## src/rtl/apu_pkg.sv

```systemverilog
// Shared constants for the APU tone channels: register map, length table, duty patterns.
package apu_pkg;

  localparam logic [1:0] ADDR_CTRL  = 2'd0;
  localparam logic [1:0] ADDR_SWEEP = 2'd1;
  localparam logic [1:0] ADDR_PLO   = 2'd2;
  localparam logic [1:0] ADDR_PHI   = 2'd3;

  localparam logic [3:0] ENV_MAX = 4'd15;

  function automatic logic [7:0] length_lut(input logic [4:0] idx);
    logic [7:0] len;
    case (idx)
      5'd0:  len = 8'd10;  5'd1:  len = 8'd254; 5'd2:  len = 8'd20;  5'd3:  len = 8'd2;
      5'd4:  len = 8'd40;  5'd5:  len = 8'd4;   5'd6:  len = 8'd80;  5'd7:  len = 8'd6;
      5'd8:  len = 8'd160; 5'd9:  len = 8'd8;   5'd10: len = 8'd60;  5'd11: len = 8'd10;
      5'd12: len = 8'd14;  5'd13: len = 8'd12;  5'd14: len = 8'd26;  5'd15: len = 8'd14;
      5'd16: len = 8'd12;  5'd17: len = 8'd16;  5'd18: len = 8'd24;  5'd19: len = 8'd18;
      5'd20: len = 8'd48;  5'd21: len = 8'd20;  5'd22: len = 8'd96;  5'd23: len = 8'd22;
      5'd24: len = 8'd192; 5'd25: len = 8'd24;  5'd26: len = 8'd72;  5'd27: len = 8'd26;
      5'd28: len = 8'd16;  5'd29: len = 8'd28;  5'd30: len = 8'd32;  default: len = 8'd30;
    endcase
    return len;
  endfunction

  // One bit per sequencer index; index 0 is bit 0.
  function automatic logic duty_bit(input logic [1:0] duty, input logic [2:0] idx);
    logic [7:0] pat;
    case (duty)
      2'd0:    pat = 8'b0000_0010;
      2'd1:    pat = 8'b0000_0110;
      2'd2:    pat = 8'b0001_1110;
      default: pat = 8'b1111_1001;
    endcase
    return pat[idx];
  endfunction

endpackage

```

## src/rtl/apu_envelope.sv

```systemverilog
// Volume envelope: decays 15..0 at the quarter-frame rate divided by vol+1, optional loop.
module apu_envelope
  import apu_pkg::*;
(
  input  logic       apu_clk,
  input  logic       rst_n,
  input  logic       tick_i,
  input  logic       start_i,
  input  logic [3:0] vol_i,
  input  logic       loop_i,
  output logic [3:0] decay_o
);

  logic       start_q;
  logic [3:0] decay_q;
  logic [3:0] div_q;

  always_ff @(posedge apu_clk or negedge rst_n) begin
    if (!rst_n) begin
      start_q <= 1'b0;
      decay_q <= '0;
      div_q   <= '0;
    end else begin
      if (tick_i) begin
        if (start_q) begin
          start_q <= 1'b0;
          decay_q <= ENV_MAX;
          div_q   <= vol_i;
        end else if (div_q == '0) begin
          div_q <= vol_i;
          if (decay_q != '0) decay_q <= decay_q - 4'd1;
          else if (loop_i)   decay_q <= ENV_MAX;
        end else begin
          div_q <= div_q - 4'd1;
        end
      end
      // A new note must restart the envelope even if it lands on a tick.
      if (start_i) start_q <= 1'b1;
    end
  end

  assign decay_o = decay_q;

endmodule

```

## src/rtl/pulse_gen.sv

```systemverilog
// Square-wave tone channel: period timer, duty sequencer, length counter, sweep and envelope.
module pulse_gen
  import apu_pkg::*;
#(
  parameter int TIMER_W   = 11,
  parameter int ONES_COMP = 0
) (
  input  logic       apu_clk,
  input  logic       rst_n,
  input  logic       tick_qtr,
  input  logic       tick_hlf,
  input  logic       wr_en,
  input  logic [1:0] wr_addr,
  input  logic [7:0] wr_data,
  input  logic       enable,
  output logic [3:0] pulse_out,
  output logic       active
);

  logic [1:0]         duty_q, duty_d;
  logic               halt_q, halt_d;
  logic               const_q, const_d;
  logic [3:0]         vol_q, vol_d;
  logic               sw_en_q, sw_en_d;
  logic [2:0]         sw_p_q, sw_p_d;
  logic               sw_neg_q, sw_neg_d;
  logic [2:0]         sw_sh_q, sw_sh_d;
  logic               sw_reload_q, sw_reload_d;
  logic [2:0]         sw_div_q, sw_div_d;
  logic [TIMER_W-1:0] period_q, period_d;
  logic [TIMER_W-1:0] timer_q, timer_d;
  logic [2:0]         seq_q, seq_d;
  logic [7:0]         len_q, len_d;
  logic [3:0]         pulse_q, pulse_d;

  logic [TIMER_W-1:0] change;
  logic [TIMER_W:0]   target;
  logic               mute;
  logic               env_start;
  logic [3:0]         decay;

  // The extra -1 models the first channel's ones'-complement negate.
  localparam logic [TIMER_W:0] NEG_BIAS = {{TIMER_W{1'b0}}, (ONES_COMP != 0)};

  assign change    = period_q >> sw_sh_q;
  assign target    = sw_neg_q ? ({1'b0, period_q} - {1'b0, change} - NEG_BIAS)
                              : ({1'b0, period_q} + {1'b0, change});
  assign mute      = (period_q[TIMER_W-1:3] == '0) || (!sw_neg_q && target[TIMER_W]);
  assign env_start = wr_en && (wr_addr == ADDR_PHI);

  apu_envelope u_env (
    .apu_clk (apu_clk),
    .rst_n   (rst_n),
    .tick_i  (tick_qtr),
    .start_i (env_start),
    .vol_i   (vol_q),
    .loop_i  (halt_q),
    .decay_o (decay)
  );

  always_comb begin
    duty_d      = duty_q;
    halt_d      = halt_q;
    const_d     = const_q;
    vol_d       = vol_q;
    sw_en_d     = sw_en_q;
    sw_p_d      = sw_p_q;
    sw_neg_d    = sw_neg_q;
    sw_sh_d     = sw_sh_q;
    sw_reload_d = sw_reload_q;
    sw_div_d    = sw_div_q;
    period_d    = period_q;
    seq_d       = seq_q;
    len_d       = len_q;

    if (timer_q == '0) begin
      timer_d = period_q;
      seq_d   = seq_q - 3'd1;
    end else begin
      timer_d = timer_q - TIMER_W'(1);
    end

    if (tick_hlf) begin
      if (!halt_q && len_q != '0) len_d = len_q - 8'd1;
      if (sw_div_q == '0 && sw_en_q && sw_sh_q != '0 && !mute)
        period_d = target[TIMER_W-1:0];
      if (sw_div_q == '0 || sw_reload_q) begin
        sw_div_d    = sw_p_q;
        sw_reload_d = 1'b0;
      end else begin
        sw_div_d = sw_div_q - 3'd1;
      end
    end

    // Register writes come last so they win over same-cycle frame updates.
    if (wr_en) begin
      case (wr_addr)
        ADDR_CTRL: begin
          duty_d  = wr_data[7:6];
          halt_d  = wr_data[5];
          const_d = wr_data[4];
          vol_d   = wr_data[3:0];
        end
        ADDR_SWEEP: begin
          sw_en_d     = wr_data[7];
          sw_p_d      = wr_data[6:4];
          sw_neg_d    = wr_data[3];
          sw_sh_d     = wr_data[2:0];
          sw_reload_d = 1'b1;
        end
        ADDR_PLO: period_d = {period_q[TIMER_W-1:8], wr_data};
        default: begin
          period_d = {wr_data[TIMER_W-9:0], period_q[7:0]};
          seq_d    = 3'd0;
          if (enable) len_d = length_lut(wr_data[7:3]);
        end
      endcase
    end

    if (!enable) len_d = '0;

    if (mute || len_q == '0 || !duty_bit(duty_q, seq_q)) pulse_d = 4'd0;
    else if (const_q)                                     pulse_d = vol_q;
    else                                                  pulse_d = decay;
  end

  always_ff @(posedge apu_clk or negedge rst_n) begin
    if (!rst_n) begin
      duty_q      <= '0;
      halt_q      <= 1'b0;
      const_q     <= 1'b0;
      vol_q       <= '0;
      sw_en_q     <= 1'b0;
      sw_p_q      <= '0;
      sw_neg_q    <= 1'b0;
      sw_sh_q     <= '0;
      sw_reload_q <= 1'b0;
      sw_div_q    <= '0;
      period_q    <= '0;
      timer_q     <= '0;
      seq_q       <= '0;
      len_q       <= '0;
      pulse_q     <= '0;
    end else begin
      duty_q      <= duty_d;
      halt_q      <= halt_d;
      const_q     <= const_d;
      vol_q       <= vol_d;
      sw_en_q     <= sw_en_d;
      sw_p_q      <= sw_p_d;
      sw_neg_q    <= sw_neg_d;
      sw_sh_q     <= sw_sh_d;
      sw_reload_q <= sw_reload_d;
      sw_div_q    <= sw_div_d;
      period_q    <= period_d;
      timer_q     <= timer_d;
      seq_q       <= seq_d;
      len_q       <= len_d;
      pulse_q     <= pulse_d;
    end
  end

  assign pulse_out = pulse_q;
  assign active    = (len_q != '0);

endmodule

```

## config.mk

```make
export PLATFORM = sky130hd
export DESIGN_NAME = pulse_gen
export DESIGN_NICKNAME = d
export VERILOG_FILES = /design/src/rtl/apu_pkg.sv /design/src/rtl/apu_envelope.sv /design/src/rtl/pulse_gen.sv
export SDC_FILE = /design/constraint.sdc
export NUM_CORES = 1
export LEC_CHECK = 0
export BUFFER_PORTS_ARGS = -buffer_cell sky130_fd_sc_hd__buf_2
export CAP_MARGIN = 20
export CORE_MARGIN = 2
export CORE_UTILIZATION = 40
export DETAILED_ROUTE_END_ITERATION = 7
export PLACE_DENSITY = 0.64
export SYNTH_ARGS = -nofsm -noshare
export SYNTH_HDL_FRONTEND = slang
export SYNTH_SLANG_ARGS = --single-unit
export TNS_END_PERCENT = 5
```

## constraint.sdc

```tcl
create_clock -name apu_clk -period 5 [get_ports apu_clk]
set_input_delay 0.75 -clock apu_clk [delete_from_list [all_inputs] [get_ports apu_clk]]
set_output_delay 0.75 -clock apu_clk [all_outputs]
set_load 0.02 [all_outputs]
```

==> results of run 1 <==
-- Yosys cell counts, types with 3 or more instances --
cell type                   count
sky130_fd_sc_hd__a2111oi_0      3
sky130_fd_sc_hd__a21boi_0       3
sky130_fd_sc_hd__a21o_1         7
sky130_fd_sc_hd__a21oi_1       41
sky130_fd_sc_hd__a22o_1         6
sky130_fd_sc_hd__a22oi_1        4
sky130_fd_sc_hd__a31oi_1        6
sky130_fd_sc_hd__and2_1         3
sky130_fd_sc_hd__and3_1         6
sky130_fd_sc_hd__buf_2          4
sky130_fd_sc_hd__buf_6          3
sky130_fd_sc_hd__clkbuf_1      18
sky130_fd_sc_hd__dfrtp_1       66
sky130_fd_sc_hd__ha_1          28
sky130_fd_sc_hd__inv_1         32
sky130_fd_sc_hd__mux2_2        14
sky130_fd_sc_hd__mux2i_1       18
sky130_fd_sc_hd__mux4_2         3
sky130_fd_sc_hd__nand2_1       49
sky130_fd_sc_hd__nand2b_1       4
sky130_fd_sc_hd__nand3_1       12
sky130_fd_sc_hd__nor2_1        56
sky130_fd_sc_hd__nor2b_1        6
sky130_fd_sc_hd__nor3_1        13
sky130_fd_sc_hd__nor3b_1        4
sky130_fd_sc_hd__nor4_1         3
sky130_fd_sc_hd__o211ai_1      10
sky130_fd_sc_hd__o21a_1         3
sky130_fd_sc_hd__o21ai_0       32
sky130_fd_sc_hd__o22ai_1        4
sky130_fd_sc_hd__o31ai_1        5
sky130_fd_sc_hd__or2_2          5
sky130_fd_sc_hd__or3_1          5
sky130_fd_sc_hd__xnor2_1       14
sky130_fd_sc_hd__xor2_1        16
-- power by group through the flow --
stage	Combinational (uW)	Clock [uW]	Sequential (uW)
global route	1990	735	943
detailed placement	1770	0	924
global placement	1740	0	918
CTS	1780	708	915
finish	1800	696	920
floorplan	1400	0	852
-- metrics by stage --
step	util, %	hold slack, ps
global placement	42.3	462
finish	45.1	484
global route	45.1	524
floorplan	-	439
CTS	45.1	490
detailed placement	42.3	481
-- state kept, by name, indices dropped and copies added, names as in the netlist --
name           count
seq_q              3
timer_q           11
sw_neg_q           1
u_env.start_q      1
sw_reload_q        1
duty_q             2
sw_sh_q            3
sw_p_q             3
u_env.div_q        4
period_q          11
sw_en_q            1
vol_q              4
pulse_out          4
sw_div_q           3
u_env.decay_o      4
len_q              8
const_q            1
halt_q             1
-- critical path: cells and delay by family (launching register included) --
kind	cells	cell delay, ps
compound gates	10	2720
flops	1	690
fa+ha+maj	1	360
buf+inv	1	300
simple gates	2	220
xor+xnor	1	170
-- area by class of cell --
type	count	area (um^2)	area share [%]
Sequential cell	66	1650	30.8
Tap cell	147	184	3.44
Inverter	33	124	2.31
Multi-Input combinational cell	424	2910	54.3
Timing Repair Buffer	28	158	2.94
Clock inverter	6	90.1	1.68
Clock buffer	10	239	4.46
-- worst paths after layout --
path / start / end / slack [ps] / depth (start not counted)
setup / recovery: sw_sh_q[0] / period_q[1] / 440 / 15
hold / removal: timer_q[0] / timer_q[0] / 480 / 1
setup reg to reg: sw_sh_q[0] / period_q[1] / 440 / 15
hold reg to reg: timer_q[0] / timer_q[0] / 480 / 1
max in group asynchronous: rst_n / sw_en_q / 3520 / 2
min in group asynchronous: rst_n / timer_q[8] / 510 / 1
-- metal layers --
layer  up-vias  GRT usage [%]
li1       1998              -
met1      1980           26.2
met2       118           32.9
met3        24           3.77
met4         0           6.83
met5         -              0
-- kinds of logic (layout without fill, tap and decap cells) --
kind of cell,count (synthesis),count (layout),share of synthesized area [%]
buffers and inverters,60,77,5.25
XOR/XNOR,30,30,5.46
AO/OA/AOI/OAI,154,154,21.5
adder cells (fa/ha/maj),29,29,7.70
flip-flops,66,66,34.3
AND/OR/NAND/NOR,176,176,17.3
multiplexers,35,35,8.42
==> parameters.txt, run 1 <==
Parameter                              Value

Route
  Via-per-instance ratio    5.77
  Final WL    12200 um
  Number of DRC markers after the initial detailed-route iteration    201
  Number of nets still failing antenna checks after routing    0
  Total length of routed met3 wires    682 um
  DRC violation count after routing    0
  Detailed-routed wire length on met2    5770 um
  Post-detailed-route wirelength per cell    17.1 um
  Highest metal layer used by the detailed router    met4
  First-pass detailed-route iteration total    8
  Routed metal-1 wire length    5440 um
  Routed via count    4120

Power
  Relative contribution of combinational cells to total power    52.7%
  Switching Power    1470 uW
  PD cells    638 mW/mm^2
  Clk network pwr share    20.4%
  Static leakage    0.00244 uW
  Final Power    3420 uW
  Internal power    1940 uW
  Worst supply voltage drop on vdd    0.244 mV
  Switching part of the total power    43.1%
  Sequential group share of total power    26.9%

STA
  Slew @ Worst Pin    847 ps
  Share of the cycle needed by the critical path after routing    91.3%
  Upper clock frequency limit    219 MHz
  Final worst slack    437 ps
  Final Max Tran Viols    0
  Minimum clock period after layout    4560 ps
  Setup repair after global routing missed its margin    no
  Setup Skew    6.52 ps
  Final Hold Fails    0
  Final setup TNS    0 ps
  Number of setup violations in the final report    0
  Relative slew slack    43.1%

Setup path
  Category of the worst setup path launch point    flip-flop
  Sequence of cells on the critical path    buf_4 -> nor2b_1 -> a2111oi_0 -> a221o_1 -> a21boi_0 -> a21oi_1 -> xor2_1 -> ha_1 -> a2111o_1 -> o2111ai_1 -> a21oi_1 -> a211o_1 -> a31oi_4 -> nor2_2 -> a221oi_2
  Stage delay of the slowest cell on the critical path    690 ps
  Maximum fanout encountered on the critical timing path    16
  Required time at the endpoint of the critical path    5240 ps
  Crit-path most repeated cell    sky130_fd_sc_hd__a21oi_1
  Cell with the largest stage delay on the worst path    sky130_fd_sc_hd__dfrtp_1
  Data arrival, critical path    4800 ps
  Category of the most critical setup path    reg -> reg
  Element type at the critical path end    flip-flop

Global routing
  Initial antenna violation count    0
  Tot GR Track Use    19.9%
  Vias in the first global route    4023
  Final global-route overflow total    0
  Wire length of the first global-routing pass    20100 um
  Pin count of the biggest net entering global routing    35

Clocking
  Number of buffers added to fix hold violations after cts    0
  Clock transition at the registers of the reported paths    60 ps
  H-tree levels    3
  Clock sink count    66
  Post-cts gate resize count    0
  Clock tree from TritonCTS    built
  Total CTS buffers    9
  Master cell of the clock root buffer    sky130_fd_sc_hd__clkbuf_16
  Worst skew pair latency    340 ps
  Setup Buffers After CTS    0
  Max Buffers Root-to-Sink    2

Final layout
  Non-filler cells, final    714
  Number of inserted diodes    0
  Filler cell count    1133
  Commonest non-fill, non-tap cell in the layout    sky130_fd_sc_hd__dfrtp_1
  Ratio of cells with drive above 1 in the final layout    13.2%
  Layout-stage area growth over the synthesis result    11.3%
  Post-layout net count    607
  Cell area after layout    0.00535 mm^2
  Highest-count cells in the layout ignoring fill and taps    66 x sky130_fd_sc_hd__dfrtp_1, 56 x sky130_fd_sc_hd__nor2_1, 49 x sky130_fd_sc_hd__nand2_1

Yosys
  Yosys Warn Count    0
  Cell variety after synth    66
  FFs w/ async S/R, synth    100%
  Most used flip-flop cell after synthesis    sky130_fd_sc_hd__dfrtp_1
  Nets in the synthesized netlist    595
  Mapped cell area    0.00481 mm^2
  Synth top area share    34.3%
  Area leader, netlist    sky130_fd_sc_hd__dfrtp_1
  Number of synthesized flops with an enable pin    0
  Sequential-to-total area share from yosys stat    34.3%
  Synthesized instance count    550
  Yosys reg bits    66
  Leading cell types by total area after synthesis    sky130_fd_sc_hd__dfrtp_1 34%, sky130_fd_sc_hd__ha_1 7.3%, sky130_fd_sc_hd__nor2_1 4.4%
  Per-instance average area after synthesis    8.75 um^2

Placement
  Placed cell count    697
  Final weighted congestion of routability-driven global placement    0.839
  Area of placed instances    0.00502 mm^2
  Worst slack at placement    486 ps
  I/O Buffers    20
  Sum of net half-perimeters after detailed placement    8770 um

Floorplanning
  Area of the die    0.0129 mm^2
  Std-Cell Core Area    0.0119 mm^2
  Die Width    114 um
  Number of rows created at floorplan    40
  Top-level I/O count    21
  Height of the die    114 um
  Initial core utilization    40.6%

Run
  Max-capacitance violation count    0

Outcome
  Run status    finished clean

Worst hold path
  Min-delay worst type    reg -> reg
Power figures use the tool's default switching activity.
==> inputs of run 2 (changes only) <==
--- a/config.mk
+++ b/config.mk
@@ -11,6 +11,7 @@
 export CORE_UTILIZATION = 40
 export DETAILED_ROUTE_END_ITERATION = 7
 export PLACE_DENSITY = 0.64
+export REMOVE_ABC_BUFFERS = 1
 export SYNTH_ARGS = -nofsm -noshare
 export SYNTH_HDL_FRONTEND = slang
 export SYNTH_SLANG_ARGS = --single-unit
==> run 2 against run 1 <==
Clock power down 17%. Final cell count down 0.14%. First-iteration DRC count up 98%. Sequential power up 3.5%. Setup slack better by 95 ps. Combinational power about the same. Flip-flop and latch count unchanged. Non-clock buffer count down 1. Routed wire length down 2.4%. Sequential share of layout area up 0.39 points. Register-to-register slack better by 90 ps. Fmax up 2.1%.
==> parameters.txt, run 2 (synthesis results as in run 1) <==
Parameter                              Value

STA
  Setup repair after global routing missed its margin    no
  Final setup TNS    0 ps
  Final Hold Fails    0
  Relative slew slack    44.4%
  Minimum clock period after layout    4470 ps
  Upper clock frequency limit    224 MHz
  Share of the cycle needed by the critical path after routing    89.4%
  Final Max Tran Viols    0
  Setup Skew    8.45 ps
  Number of setup violations in the final report    0
  Slew @ Worst Pin    833 ps

Final layout
  Layout-stage area growth over the synthesis result    9.96%
  Registers with the most flip-flops    period_q: 11 flops, timer_q: 11 flops, len_q: 8 flops
  Post-layout net count    606
  Number of inserted diodes    0
  Highest-count cells in the layout ignoring fill and taps    65 x sky130_fd_sc_hd__dfrtp_1, 56 x sky130_fd_sc_hd__nor2_1, 49 x sky130_fd_sc_hd__nand2_1
  Ratio of cells with drive above 1 in the final layout    13.1%
  Non-filler cells, final    713
  Filler cell count    1111
  Commonest non-fill, non-tap cell in the layout    sky130_fd_sc_hd__dfrtp_1

Route
  Number of nets still failing antenna checks after routing    0
  First-pass detailed-route iteration total    5
  Number of DRC markers after the initial detailed-route iteration    397
  Final WL    11900 um
  Post-detailed-route wirelength per cell    16.7 um
  Via-per-instance ratio    5.74
  DRC violation count after routing    0
  Routed via count    4091

Global routing
  Wire length of the first global-routing pass    19700 um
  Met1 Usage GRT    26.0%
  Final global-route overflow total    0
  Global-route track usage on met3    3.56%
  Initial antenna violation count    0
  Busiest layer in global routing    met2
  Vias in the first global route    3979
  Tot GR Track Use    19.2%
  Met2 capacity usage during global routing    30.9%
  Pin count of the biggest net entering global routing    67

Clocking
  Master cell of the clock root buffer    sky130_fd_sc_hd__clkbuf_16
  Clock sink count    66
  Max Buffers Root-to-Sink    2
  Clock tree from TritonCTS    built
  Worst skew pair latency    330 ps
  Number of buffers added to fix hold violations after cts    0
  Clock transition at the registers of the reported paths    60 ps
  Total CTS buffers    9
  H-tree levels    3

Placement
  Sum of net half-perimeters after detailed placement    8600 um
  Final weighted congestion of routability-driven global placement    0.896
  I/O Buffers    20
  Placed cell count    697

Floorplanning
  Std-Cell Core Area    0.0119 mm^2
  Top-level I/O count    21
  Number of rows created at floorplan    40
  Die Width    114 um
  Initial core utilization    40.6%
  Area of the die    0.0129 mm^2
  Height of the die    114 um

Setup path
  End of the worst register-to-register path    period_q[0]
  Depth of the worst register-to-register path    14
  Worst R2R Setup Slack    530 ps
  Category of the worst setup path launch point    flip-flop
  Maximum fanout encountered on the critical timing path    14
  Required time at the endpoint of the critical path    5230 ps
  Category of the most critical setup path    reg -> reg
  Worst setup endpoint    period_q[0]
  Element type at the critical path end    flip-flop
  Data arrival, critical path    4700 ps
  Source of the worst register-to-register timing path    period_q[7]
  Setup crit start    period_q[7]

Power
  PD cells    625 mW/mm^2
  Static leakage    0.00241 uW
  Worst supply voltage drop on vdd    0.315 mV

Run
  Max-capacitance violation count    0

Worst hold path
  Min-delay worst type    reg -> reg

Outcome
  Run status    finished clean
## run 2: changes by cell type in the layout (fill, tap and decap cells not counted), sizes merged
cell | previous run | this run
bufinv | 2 | 0
buf | 28 | 27
clkinv | 3 | 5
## run 2: how the worst min path moves through the flow
stage,startpoint,to,depth (start not counted)
5_1_grt,timer_q[0],timer_q[0],1
2_1_floorplan,timer_q[0],timer_q[0],1
4_1_cts,timer_q[0],timer_q[0],1
3_5_place_dp,timer_q[0],timer_q[0],1
3_3_place_gp,timer_q[0],timer_q[0],1
6_report,timer_q[0],timer_q[0],1
## run 2: report_power, final
part	internal [uW]	leakage, uW	switching [uW]
Sequential	705	0.000810	247
Combinational	781	0.00147	996
Clock	336	0.000132	242
## run 2: per-layer routing
| metal | routed length (um) | share of wire [%] |
|---|---|---|
| met5 | 0 | 0 |
| met4 | 334 | 2.8 |
| met3 | 537 | 4.5 |
| met2 | 5590 | 47 |
| met1 | 5440 | 46 |
## run 2: layout make-up
class,instances,area (um^2),share of cell area [%]
well taps,147,184,3.48
clock buffers,10,229,4.33
flip-flops and latches,66,1650,31.2
multi-input cells,424,2910,55.0
repair buffers,27,150,2.84
inverters,33,124,2.34
clock inverters,6,43.8,0.828
## run 2: worst max-delay path, cell delays in order, from the launching register on
cell                        delay (ps)
sky130_fd_sc_hd__dfrtp_1           650
sky130_fd_sc_hd__mux2i_1           230
sky130_fd_sc_hd__mux4_2            550
sky130_fd_sc_hd__ha_1              210
sky130_fd_sc_hd__and2_1            160
sky130_fd_sc_hd__a21oi_1           150
sky130_fd_sc_hd__xor2_1            190
sky130_fd_sc_hd__ha_1              310
sky130_fd_sc_hd__a2111o_1          400
sky130_fd_sc_hd__o2111ai_1         230
sky130_fd_sc_hd__a21oi_1           120
sky130_fd_sc_hd__a211o_1           330
sky130_fd_sc_hd__a31oi_4           430
sky130_fd_sc_hd__nor2_2            160
sky130_fd_sc_hd__a221oi_2          250
## run 2: through the flow
| step | hold slack (ps) | utilization (%) | total power, uW | setup WS [ps] | cell area [um^2] |
|---|---|---|---|---|---|
| finish | 493 | 44.6 | 3310 | 532 | 5290 |
| global route | 496 | 44.6 | 3580 | 254 | 5290 |
| CTS | 489 | 44.6 | 3300 | 313 | 5290 |
| detailed placement | 481 | 42.3 | 2710 | 333 | 5020 |
| global placement | 469 | 42.3 | 2670 | 460 | 5010 |
| floorplan | 439 | - | 2230 | 741 | 4680 |
## run 2: timing repair
item / CTS / global route
buffers inserted: 0 / 0
setup endpoints to repair: 0 / 7
resized for setup: 0 / 1
==> inputs of run 3 (changes only) <==
--- a/config.mk
+++ b/config.mk
@@ -5,12 +5,11 @@
 export SDC_FILE = /design/constraint.sdc
 export NUM_CORES = 1
 export LEC_CHECK = 0
-export BUFFER_PORTS_ARGS = -buffer_cell sky130_fd_sc_hd__buf_2
 export CAP_MARGIN = 20
-export CORE_MARGIN = 2
-export CORE_UTILIZATION = 40
+export CORE_UTILIZATION = 61
 export DETAILED_ROUTE_END_ITERATION = 7
-export PLACE_DENSITY = 0.64
+export DONT_BUFFER_PORTS = 1
+export PLACE_DENSITY = 0.85
 export REMOVE_ABC_BUFFERS = 1
 export SYNTH_ARGS = -nofsm -noshare
 export SYNTH_HDL_FRONTEND = slang
==> run 3 against run 2 <==
Routed wire length rose by 0.34%. Critical path type unchanged. Hold slack got worse by 410 ps. Sequential power decreased by 2.5%. Critical path depth grew 1. Total power fell by 3.4%. Die area down 36%. Fmax is 4.4% lower. Critical endpoint unchanged. Count of clock-buffer cells in the layout up 1.
==> parameters.txt, run 3 (synthesis results as in run 1) <==
Parameter                              Value

Outcome
  Run status    finished clean

Final layout
  Highest-count cells in the layout ignoring fill and taps    66 x sky130_fd_sc_hd__dfrtp_1, 56 x sky130_fd_sc_hd__nor2_1, 49 x sky130_fd_sc_hd__nand2_1
  Registers with the most flip-flops    period_q: 11 flops, timer_q: 11 flops, len_q: 8 flops
  Layout-stage area growth over the synthesis result    5.38%
  Ratio of cells with drive above 1 in the final layout    9.87%
  Cell area after layout    0.00507 mm^2
  Number of inserted diodes    0
  Utilization after layout    66.0%
  Commonest non-fill, non-tap cell in the layout    sky130_fd_sc_hd__dfrtp_1
  Post-layout net count    587

Run
  Max-capacitance violation count    0

Setup path
  Sequence of cells on the critical path    buf_4 -> nor2b_1 -> a2111oi_0 -> a221o_1 -> a21boi_0 -> a21oi_1 -> xor2_1 -> ha_1 -> a2111o_1 -> o2111ai_1 -> a21oi_1 -> a211o_1 -> a31oi_4 -> nor2_2 -> a221oi_2
  Data arrival, critical path    4920 ps
  Source of the worst register-to-register timing path    sw_sh_q[0]
  End of the worst register-to-register path    period_q[0]
  Element type at the critical path end    flip-flop
  Stage delay of the slowest cell on the critical path    650 ps
  Cell family with the largest share of critical-path delay    compound AO/OA/AOI/OAI gates
  Required time at the endpoint of the critical path    5240 ps
  Category of the most critical setup path    reg -> reg
  Maximum fanout encountered on the critical timing path    18
  Crit-path most repeated cell    sky130_fd_sc_hd__a21oi_1
  Category of the worst setup path launch point    flip-flop
  Depth of the worst register-to-register path    15
  Worst R2R Setup Slack    330 ps
  Cell with the largest stage delay on the worst path    sky130_fd_sc_hd__dfrtp_1
  Worst path buffer plus inverter count    1

STA
  Share of the cycle needed by the critical path after routing    93.4%
  Slew @ Worst Pin    787 ps
  Setup Skew    12.7 ps
  Min Hold Slack    87.6 ps
  Upper clock frequency limit    214 MHz
  Final Hold Fails    0
  Setup repair after global routing missed its margin    no
  Relative slew slack    47.1%
  Number of setup violations in the final report    0
  Final setup TNS    0 ps
  Final Max Tran Viols    0
  Minimum clock period after layout    4670 ps

Power
  PD cells    630 mW/mm^2
  Static leakage    0.00230 uW
  Final Power    3200 uW
  Worst supply voltage drop on vdd    0.380 mV

Clocking
  Clock sink count    66
  Clock tree from TritonCTS    built
  Number of buffers added to fix hold violations after cts    0
  Total CTS buffers    9
  Worst skew pair latency    350 ps
  Max Buffers Root-to-Sink    2
  Clock transition at the registers of the reported paths    80 ps
  Master cell of the clock root buffer    sky130_fd_sc_hd__clkbuf_8
  H-tree levels    3
  Post-cts gate resize count    0
  Setup Buffers After CTS    0

Placement
  Final weighted congestion of routability-driven global placement    0.903
  I/O Buffers    0
  Area of placed instances    0.00486 mm^2
  Sum of net half-perimeters after detailed placement    8290 um

Route
  Final WL    11900 um
  First-pass detailed-route iteration total    5
  Via-per-instance ratio    6.59
  Routed via count    4279
  Number of DRC markers after the initial detailed-route iteration    587
  Number of nets still failing antenna checks after routing    0
  DRC violation count after routing    0
  Post-detailed-route wirelength per cell    18.4 um

Floorplanning
  Std-Cell Core Area    0.00769 mm^2
  Die Width    90.8 um
  Number of rows created at floorplan    32
  Height of the die    90.8 um
  Initial core utilization    62.6%
  Area of the die    0.00825 mm^2
  Top-level I/O count    21

Global routing
  Pin count of the biggest net entering global routing    67
  Tot GR Track Use    30.8%
  Final global-route overflow total    0
  Vias in the first global route    4167
  Initial antenna violation count    0
  Wire length of the first global-routing pass    19900 um

Worst hold path
  Min-delay worst type    in -> async
-- run 3: report_power, final --
group | internal (uW) | switching (uW)
Clock | 247 | 222
Sequential | 705 | 224
Combinational | 784 | 1020
-- run 3: area by class of cell --
| type | count | area [um^2] |
|---|---|---|
| Timing Repair Buffer | 8 | 57.6 |
| Clock buffer | 11 | 141 |
| Tap cell | 102 | 128 |
| Inverter | 33 | 124 |
| Sequential cell | 66 | 1650 |
| Fill cell | 610 | 2620 |
| Multi-Input combinational cell | 424 | 2910 |
| Clock inverter | 5 | 61.3 |
-- run 3: layer usage --
layer / GRT usage, % / wire (um) / vias to the layer above / part of all wire, %
met2: 49.9 / 5750 / 208 / 48
met5: 0 / 0 / - / 0
met4: 14.8 / 417 / 0 / 3.5
met1: 39.9 / 4900 / 2067 / 41
met3: 5.81 / 879 / 41 / 7.4
li1: - / - / 1963 / -
-- run 3: per-stage QoR --
step	cells	setup slack, ps
2_1_floorplan	523	741
3_3_place_gp	632	683
3_5_place_dp	632	495
4_1_cts	648	396
5_1_grt	649	120
6_report	649	328
-- run 3: how the worst max path moves through the flow --
stage	start	end	slack (ps)	depth (start not counted)
2_1_floorplan	sw_sh_q[0]	period_q[2]	740	14
3_5_place_dp	sw_sh_q[0]	period_q[0]	500	15
5_1_grt	sw_sh_q[0]	period_q[0]	120	15
3_3_place_gp	sw_sh_q[0]	period_q[0]	680	15
4_1_cts	sw_sh_q[0]	period_q[0]	400	15
6_report	sw_sh_q[0]	period_q[0]	330	15
-- run 3: worst register-to-register path, cell delays in order, from the launching register on --
cell	delay [ps]
sky130_fd_sc_hd__dfrtp_1	650
sky130_fd_sc_hd__buf_4	300
sky130_fd_sc_hd__nor2b_1	70
sky130_fd_sc_hd__a2111oi_0	370
sky130_fd_sc_hd__a221o_1	240
sky130_fd_sc_hd__a21boi_0	250
sky130_fd_sc_hd__a21oi_1	120
sky130_fd_sc_hd__xor2_1	170
sky130_fd_sc_hd__ha_1	360
sky130_fd_sc_hd__a2111o_1	410
sky130_fd_sc_hd__o2111ai_1	270
sky130_fd_sc_hd__a21oi_1	130
sky130_fd_sc_hd__a211o_1	330
sky130_fd_sc_hd__a31oi_4	440
sky130_fd_sc_hd__nor2_2	170
sky130_fd_sc_hd__a221oi_2	290
